===== config.mk =====
export PLATFORM = sky130hd
export DESIGN_NAME = inv_sbox_scheduler
export DESIGN_NICKNAME = d
export VERILOG_FILES = /design/src/rtl/inv_sbox_sched_pkg.sv /design/src/rtl/inv_sbox_sched_tagpipe.sv /design/src/rtl/inv_sbox_scheduler.sv
export SDC_FILE = /design/constraint.sdc
export NUM_CORES = 1
export LEC_CHECK = 0
export CAP_MARGIN = 15
export CORE_MARGIN = 5
export CORE_UTILIZATION = 49
export CTS_CLUSTER_SIZE = 20
export DETAILED_ROUTE_END_ITERATION = 10
export GPL_TIMING_DRIVEN = 0
export PLACE_DENSITY_LB_ADDON = 0.2
export SYNTH_ARGS = -nofsm -noshare
export SYNTH_HDL_FRONTEND = slang
export SYNTH_SLANG_ARGS = --single-unit

===== constraint.sdc =====
create_clock -name clk -period 5.9 [get_ports clk]
set_input_delay 1.77 -clock clk [delete_from_list [all_inputs] [get_ports clk]]
set_output_delay 1.77 -clock clk [all_outputs]
set_load 0.03 [all_outputs]

===== src/rtl/inv_sbox_sched_pkg.sv =====
// ---------------------------------------------------------------------------
// inv_sbox_sched_pkg
// Shared types and constants for the InvSubBytes lane scheduler.
//   state_e : scheduler FSM states
//   tag_t   : one entry of the return-tag pipeline {valid, beat index}
//   beats() : number of issue beats needed to cover a 16-byte state
// ---------------------------------------------------------------------------
package inv_sbox_sched_pkg;

   localparam int BYTE_W      = 8;
   localparam int STATE_BYTES = 16;

   typedef enum logic [1:0] {
      IDLE  = 2'd0,
      ISSUE = 2'd1,
      DRAIN = 2'd2,
      DONE  = 2'd3
   } state_e;

   typedef struct packed {
      logic       valid;
      logic [3:0] beat;
   } tag_t;

   function automatic int beats(input int lanes);
      return STATE_BYTES / lanes;
   endfunction

endpackage


===== src/rtl/inv_sbox_sched_tagpipe.sv =====
// ---------------------------------------------------------------------------
// inv_sbox_sched_tagpipe
// LAT-deep shift register of return tags that runs alongside the external
// fixed-latency InvSBOX lanes. A tag entering with the lane input leaves at
// the head exactly when the matching lane output is valid.
// Ports:
//   clk, rst_n : clock, asynchronous active-low reset (pipeline -> invalid)
//   tag_i      : tag entering this cycle (valid = a beat is being issued)
//   head_o     : tag leaving the pipeline this cycle
// ---------------------------------------------------------------------------
module inv_sbox_sched_tagpipe
   import inv_sbox_sched_pkg::*;
#(
   parameter int LAT = 3
) (
   input  logic clk,
   input  logic rst_n,
   input  tag_t tag_i,
   output tag_t head_o
);

   tag_t pipe_q [LAT];

   always_ff @(posedge clk or negedge rst_n) begin
      if (!rst_n) begin
         for (int k = 0; k < LAT; k++) begin
            pipe_q[k] <= '0;
         end
      end else begin
         pipe_q[0] <= tag_i;
         for (int k = 1; k < LAT; k++) begin
            pipe_q[k] <= pipe_q[k-1];
         end
      end
   end

   assign head_o = pipe_q[LAT-1];

endmodule


===== src/rtl/inv_sbox_scheduler.sv =====
// ---------------------------------------------------------------------------
// inv_sbox_scheduler
// Feeds a bank of LANES external InvSBOX lanes (latency SBOX_LAT) with the
// 16 bytes of one AES state over BEATS = 16/LANES consecutive beats, then
// reassembles the lane results in byte order as the InvSubBytes result.
//
// Handshakes: a transfer happens on a rising clk edge where valid and ready
// are both high. in_ready is high only in IDLE; out_valid is high only in
// DONE and out_state is held stable until the out_ready handshake. Valid
// never depends combinationally on ready.
//
// Ports:
//   clk, rst_n         : clock, asynchronous active-low reset
//   in_valid/in_ready  : input state handshake, in_state byte i = [8i+7:8i]
//   out_valid/out_ready: result handshake, out_state in the same byte order
//   busy               : high in every state except IDLE
//   sbox_din           : lane j input  = [8j+7:8j], zero outside ISSUE
//   sbox_dout          : lane j output, valid SBOX_LAT edges after issue
//   blk_cnt            : (only with INV_SBOX_SCHED_PERF_EN) count of output
//                        handshakes, wraps at 2^32
// Build option: define INV_SBOX_SCHED_PERF_EN to add the blk_cnt counter.
// ---------------------------------------------------------------------------
module inv_sbox_scheduler
   import inv_sbox_sched_pkg::*;
#(
   parameter int LANES    = 4,
   parameter int SBOX_LAT = 3
) (
   input  logic                     clk,
   input  logic                     rst_n,
   input  logic                     in_valid,
   output logic                     in_ready,
   input  logic [127:0]             in_state,
   output logic                     out_valid,
   input  logic                     out_ready,
   output logic [127:0]             out_state,
   output logic                     busy,
`ifdef INV_SBOX_SCHED_PERF_EN
   output logic [31:0]              blk_cnt,
`endif
   output logic [BYTE_W*LANES-1:0]  sbox_din,
   input  logic [BYTE_W*LANES-1:0]  sbox_dout
);

   localparam int         BEATS     = beats(LANES);
   localparam logic [3:0] LAST_BEAT = 4'(BEATS - 1);
   localparam logic [4:0] BEATS_C   = 5'(BEATS);

   if (!(LANES == 1 || LANES == 2 || LANES == 4 || LANES == 8 || LANES == 16)) begin : g_bad_lanes
      $error("inv_sbox_scheduler: LANES must be 1, 2, 4, 8 or 16");
   end
   if (SBOX_LAT < 1 || SBOX_LAT > 8) begin : g_bad_lat
      $error("inv_sbox_scheduler: SBOX_LAT must be in 1..8");
   end

   state_e       state_q;
   logic [127:0] in_buf_q;
   logic [127:0] out_buf_q;
   logic [127:0] out_buf_d;
   logic [3:0]   issue_cnt_q;
   logic [4:0]   ret_cnt_q;
   logic [4:0]   ret_cnt_d;
   logic         in_ready_q;
   logic         out_valid_q;
   logic         busy_q;
   tag_t         tag_in;
   tag_t         tag_head;

   // A tag travels with every issued beat so that the return capture knows
   // which bytes the lane outputs belong to, independent of data values.
   assign tag_in = '{valid: (state_q == ISSUE), beat: issue_cnt_q};

   inv_sbox_sched_tagpipe #(
      .LAT (SBOX_LAT)
   ) u_tagpipe (
      .clk    (clk),
      .rst_n  (rst_n),
      .tag_i  (tag_in),
      .head_o (tag_head)
   );

   // Return path: scatter the lane outputs into their byte positions.
   always_comb begin
      out_buf_d = out_buf_q;
      ret_cnt_d = ret_cnt_q;
      if (tag_head.valid) begin
         for (int j = 0; j < LANES; j++) begin
            out_buf_d[(int'(tag_head.beat) * LANES + j) * BYTE_W +: BYTE_W] =
               sbox_dout[j * BYTE_W +: BYTE_W];
         end
         ret_cnt_d = ret_cnt_q + 5'd1;
      end
   end

   // Issue mux: beat b drives bytes b*LANES .. b*LANES+LANES-1.
   always_comb begin
      sbox_din = '0;
      if (state_q == ISSUE) begin
         for (int j = 0; j < LANES; j++) begin
            sbox_din[j * BYTE_W +: BYTE_W] =
               in_buf_q[(int'(issue_cnt_q) * LANES + j) * BYTE_W +: BYTE_W];
         end
      end
   end

   always_ff @(posedge clk or negedge rst_n) begin
      if (!rst_n) begin
         state_q     <= IDLE;
         in_buf_q    <= '0;
         out_buf_q   <= '0;
         issue_cnt_q <= '0;
         ret_cnt_q   <= '0;
         in_ready_q  <= 1'b1;
         out_valid_q <= 1'b0;
         busy_q      <= 1'b0;
      end else begin
         out_buf_q <= out_buf_d;
         ret_cnt_q <= ret_cnt_d;
         case (state_q)
            IDLE: begin
               if (in_valid && in_ready_q) begin
                  in_buf_q    <= in_state;
                  issue_cnt_q <= '0;
                  ret_cnt_q   <= '0;
                  in_ready_q  <= 1'b0;
                  busy_q      <= 1'b1;
                  state_q     <= ISSUE;
               end
            end
            ISSUE: begin
               issue_cnt_q <= issue_cnt_q + 4'd1;
               if (issue_cnt_q == LAST_BEAT) begin
                  state_q <= DRAIN;
               end
            end
            DRAIN: begin
               // Compare the post-capture count so DONE (and out_valid) is
               // entered on the same edge that stores the last result.
               if (ret_cnt_d == BEATS_C) begin
                  out_valid_q <= 1'b1;
                  state_q     <= DONE;
               end
            end
            DONE: begin
               if (out_valid_q && out_ready) begin
                  out_valid_q <= 1'b0;
                  in_ready_q  <= 1'b1;
                  busy_q      <= 1'b0;
                  state_q     <= IDLE;
               end
            end
            default: begin
               state_q <= IDLE;
            end
         endcase
      end
   end

`ifdef INV_SBOX_SCHED_PERF_EN
   logic [31:0] blk_cnt_q;

   always_ff @(posedge clk or negedge rst_n) begin
      if (!rst_n) begin
         blk_cnt_q <= '0;
      end else if (out_valid_q && out_ready) begin
         blk_cnt_q <= blk_cnt_q + 32'd1;
      end
   end

   assign blk_cnt = blk_cnt_q;
`else
   // Block counter not built in this configuration.
`endif

   assign in_ready  = in_ready_q;
   assign out_valid = out_valid_q;
   assign busy      = busy_q;
   assign out_state = out_buf_q;

endmodule

After elaboration in Yosys (flattened, before gate mapping)
Index checks and enable logic that the tools add are counted.
{"block": "totals", "reg_bits": 285, "mem_count": 0, "ramBits": 0, "wordCells": 81, "out_inout_bits": 163, "latch_bits": 0, "rom_bits": 0, "in_bits": 164}
{"block": "op_classes", "div_mod_pow": 0, "n_addsub": 12, "n_mul": 0, "shift": 12, "n_mux": 23, "bitwise_logic": 0, "n_eq_ne": 9, "order_cmp": 0, "reduce_logical": 11}
{"operator": "128-bit bitwise mux", "count": 4}
{"operator": "8-bit by 33-bit variable shift with 128-bit output, first input constant", "count": 4}
{"operator": "8-bit by 33-bit indexed part select with 128-bit output", "count": 4}
{"operator": "128-bit by 11-bit indexed part select with 8-bit output", "count": 3}
{"operator": "128-bit by 10-bit indexed part select with 8-bit output", "count": 1}
{"operator": "10-bit negator with 33-bit output", "count": 3}
{"operator": "9-bit negator with 33-bit output", "count": 1}
{"operator": "32-bit 2-to-1 mux", "count": 1}
{"operator": "6-bit by 2-bit adder with 7-bit output, second input constant", "count": 4}
{"operator": "5-bit 2-to-1 mux", "count": 3}
{"operator": "6-bit by 1-bit adder with 7-bit output, second input constant", "count": 2}
{"operator": "2-bit 2-to-1 mux", "count": 4}
{"operator": "2-bit inequality test, second input constant", "count": 4}
{"operator": "2-bit case mux with 4 select lines", "count": 1}
{"operator": "4-bit case mux with 2 select lines", "count": 1}
{"operator": "1-bit case mux with 2 select lines", "count": 3}
{"operator": "3-bit AND reduction", "count": 2}
{"operator": "2-bit nonzero test", "count": 3}
{"operator": "5-bit by 1-bit adder with 5-bit output, second input constant", "count": 1}
{"operator": "5-bit by 3-bit equality test with 1-bit output, second input constant", "count": 1}
{"operator": "1-bit 2-to-1 mux", "count": 5}
{"operator": "4-bit by 1-bit adder with 4-bit output, second input constant", "count": 1}
{"operator": "2-bit equality test, second input constant", "count": 2}
{"operator": "4-bit by 2-bit equality test with 1-bit output, second input constant", "count": 1}
{"operator": "other kinds (6)", "count": 8}

Longest topological paths before layout
{"block": "logic_depth", "word_depth": 6, "ltp_mapped": 8, "depth_no_buf": 6}

Hierarchy
A second synthesis with hierarchy kept.
{"block": "unflattened", "hier_cells": 831, "area_unflattened_um2": 12000.3}
{"module": "inv_sbox_scheduler", "cells_each": 811, "seq_area_each_um2": 6757.7, "instances": 1, "area_per_inst_um2": 11587.4}
{"module": "inv_sbox_sched_tagpipe", "cells_each": 20, "seq_area_each_um2": 375.4, "instances": 1, "area_per_inst_um2": 412.9}

Least setup slack after synthesis
No wires, ideal clock.
{"block": "synth_timing", "path_type": "register -> output", "from": "register issue_cnt_q[0]", "to": "output port sbox_din[10]", "slack_ns": 2.429, "stages_incl_launch_ff": 5, "arrival_ns": 1.701, "path_cell_list": "dfrtp_1 buf_2 buf_2 mux4_2 and3_1"}
{"block": "synth_via", "elab_chain_len": 3}
{"item": "from (decl)", "line_no": "inv_sbox_scheduler.sv:60", "rtl": "logic [3:0] issue_cnt_q;"}
{"item": "from (signal assigned)", "line_no": "inv_sbox_scheduler.sv:131", "rtl": "issue_cnt_q <= issue_cnt_q + 4'd1;"}
{"item": "6-bit by 1-bit adder with 7-bit output", "line_no": "inv_sbox_scheduler.sv:101", "rtl": "in_buf_q[(int'(issue_cnt_q) * LANES + j) * BYTE_W +: BYTE_W];"}
{"item": "128-bit by 11-bit indexed part select with 8-bit output", "line_no": "inv_sbox_scheduler.sv:101"}
{"item": "32-bit 2-to-1 mux", "line_no": "inv_sbox_scheduler.sv:98", "rtl": "if (state_q == ISSUE) begin"}
{"item": "to (decl)", "line_no": "inv_sbox_scheduler.sv:41", "rtl": "output logic [BYTE_W*LANES-1:0] sbox_din,"}
No other way between the ends.

Final worst setup path
{"block": "layout_timing", "from": "register issue_cnt_q[1]", "to": "output port sbox_din[3]"}
{"block": "layout_via", "elab_chain_len": 2}
{"item": "128-bit by 10-bit indexed part select with 8-bit output", "line_no": "inv_sbox_scheduler.sv:101"}
{"item": "32-bit 2-to-1 mux", "line_no": "inv_sbox_scheduler.sv:98"}
No other way between the ends.

==> impl_results.md <==
* Status: finished, final reports clean
* Leak Pwr at 7.66 nW
* CP endpoint kind: output port
* Avg Cell Area, Syn at 14.5 sq um
* Max_slew headroom at 30.0%
* Worst-path maximum fanout at 10
* DRT antenna net count at 0
* Die Y at 166 um
* Syn Inst Count at 826
* Fraction of layout cells with a size suffix above 1 at 27.1%
* Synth top area share at 59.4%
* 1st-pass router iterations at 5
* Slew Viols, Final at 0
* Global-route wire length before repair at 48900 um
* Final hold vios at 0
* CP startpoint kind: flop
* Clk buf depth at 3
* Routed len/inst at 20.1 um
* WS Path Type: reg -> out
* Hold_buf cts at 0
* Max-Cap Viols at 0
* Setup violators final at 0
* Grt total ovfl at 0
* Tot GR Track Use at 21.9%
* CP dominant cell by count: clkbuf_1
* Full die area at 0.0276 sq mm
* Clk sinks at 285
* Final Hold Slack at 0.347 ns
* Tcrit/Tclk final at 83.8%
* Syn. warnings at 0
* Area grow syn2layout at 39.5%
* Syn Std Cell Area at 0.0120 sq mm
* Critical path, cell by cell: clkbuf_1 -> clkbuf_1 -> mux4_2 -> and3_1 -> clkdlybuf4s50_1
* I/O pins at 327
* Top post-synthesis cells by area: dfrtp_1 (59%), mux2_2 (21%), mux4_2 (6.0%)
* Crit-path leading delay family: buffers and inverters
* Worst Tran Pin Value at 1.04 ns
* CTS H-tree lvls at 1
* Crit path max-delay cell type: clkdlybuf4s50_1
* CTS tree: built
* Buf/Inv on CP at 3
* Crit path time final at 4.95 ns
* Max Freq at 202 MHz
* DRC violations left at 0
* DR vias at 8177
* CP required at 4.13 ns
* Synth cell types at 43
* Min-delay worst type: reg -> reg
* Critical Path AT at 3.18 ns
* Drt total wl at 30800 um
* Setup Buffers After CTS at 0
* Core Region at 0.0242 sq mm
* Clock buffer count from CTS at 30
* Root Buffer Master: clkbuf_16
* Synth Net Count at 999
* Max VDD drop at 0.186 mV
* DRT iter0 DRCs at 442
* Filler cell count at 1691
* CTS clk-pin slew, worst paths at 0.06 ns
* Sequential-to-total area share from yosys stat at 59.6%
* Vias in the first global route at 8753
* RSZ-0062 raised after global routing: false
* Clock Skew at 0.0126 ns
* Post-DP HPWL at 22500 um
* Clock latency on the worst-skew pair at 0.54 ns
* Quantity of gates resized following cts at 0
* Port buffer count at 326
* Die Wd at 166 um
* Yosys reg bits at 285
* Final setup TNS at 0 ns
* Site Rows at 57
* Antenna violations before repair at 3
* Crit path largest cell delay at 0.62 ns
* Pwr dens at 249 mW/mm^2
* N_diodes at 0
* Largest net degree at the start of global routing at 109
* GPL Wtd Cong at 0.773
* Net count, final at 1359
* Synth area leader: dfrtp_1
* Vias per inst at 5.33
* Initial Util at 49.5%
[sequential cells by signal, summed over array words and instances (netlist names), 2 cells and up]
signal / flops
in_buf_q: 128
issue_cnt_q: 4
out_state: 128
ret_cnt_q: 5
state_q: 2
u_tagpipe.head_o: 5
u_tagpipe.pipe_q: 10
[area by class of cell]
class | instances | area, sq um | share of cell area, %
Buffer | 48 | 195 | 1.17
Inverter | 15 | 56.3 | 0.337
Clock inverter | 11 | 93.8 | 0.562
Clock buffer | 45 | 908 | 5.44
Timing Repair Buffer | 328 | 3320 | 19.9
Sequential cell | 285 | 7130 | 42.7
Tap cell | 324 | 405 | 2.43
Multi-Input combinational cell | 478 | 4580 | 27.4
[through the flow]
step	cells	utilization, %	setup slack (ns)	instance area [sq um]	power (mW)
floorplan	826	-	2.43	12000	2.10
global placement	1476	64.7	-9.24	15600	2.32
detailed placement	1478	64.9	1.53	15700	2.33
CTS	1534	69.0	0.938	16700	4.20
global route	1534	69.0	0.795	16700	4.30
finish	1534	69.0	0.953	16700	4.15
[report_power, final]
| group | total (mW) | leakage (nW) | switching, mW | internal, mW |
|---|---|---|---|---|
| registers | 1.99 | 3.58 | 0.0120 | 1.98 |
| logic | 0.297 | 3.59 | 0.137 | 0.160 |
| clock network | 1.86 | 0.499 | 0.754 | 1.11 |
[synth_stat cells, drive strengths merged]
master and number:
o21ai 31, or3 1, o211ai 1, nor3 2, a22oi 1, buf 15
nand3 3, nor2 13, xnor2 2, nand4 8, or3b 1, a221oi 1
a21oi 5, mux2i 10, dfstp 1, or4b 2, and4 1, a211oi 1
inv 15, xor2 5, nor2b 1, a22o 1, a311o 1, o31ai 1
nor4 2, a31oi 2, ha 9, clkbuf 33, o2bb2ai 1, nand3b 2
a21o 1, mux2 225, nand2 57, mux4 32, a21boi 2, nand2b 8
and3 43, dfrtp 284, nor3b 2
[cells in the final DEF (no fill, tap or decap), types with 13 or more instances in the layout]
cell | Yosys | layout
inv_1 | 15 | 15
dfrtp_1 | 284 | 284
nor2_1 | 13 | 13
clkdlybuf4s50_1 | 0 | 325
and3_1 | 43 | 43
clkbuf_16 | 0 | 31
mux2_2 | 225 | 225
nand2_1 | 57 | 57
mux4_2 | 32 | 32
o21ai_0 | 31 | 31
clkbuf_1 | 33 | 39
[logic make-up after synthesis]
group / count (synthesis) / share of synthesized area [%]
xor+xnor: 7 / 0.513
fa+ha+maj: 9 / 0.941
buf+inv: 63 / 2.10
flops: 285 / 59.6
simple gates: 146 / 6.42
mux: 267 / 28.0
compound gates: 49 / 2.35
[path summary, 6_finish.rpt]
path                                          start             endpoint  slack (ns)  depth (start not counted)
worst max-delay path                 issue_cnt_q[1]          sbox_din[3]        0.95                          5
worst min-delay path            u_tagpipe.pipe_q[6]  u_tagpipe.head_o[1]        0.35                          0
worst max register to register  u_tagpipe.head_o[0]        out_state[96]        2.75                          7
worst min register to register  u_tagpipe.pipe_q[6]  u_tagpipe.head_o[1]        0.35                          0
max in group asynchronous                     rst_n         in_buf_q[99]        3.65                          2
min in group asynchronous                     rst_n         out_state[0]        1.25                          1
[per-layer routing]
layer	vias to the layer above	global-route usage (%)	part of all wire, %
met5	-	0	0.12
met4	6	5.83	2.3
met3	48	6.86	8.6
met2	287	37.4	49
met1	4132	27.4	40
li1	3704	-	-
No activity file was read; power rests on OpenSTA's default activity.
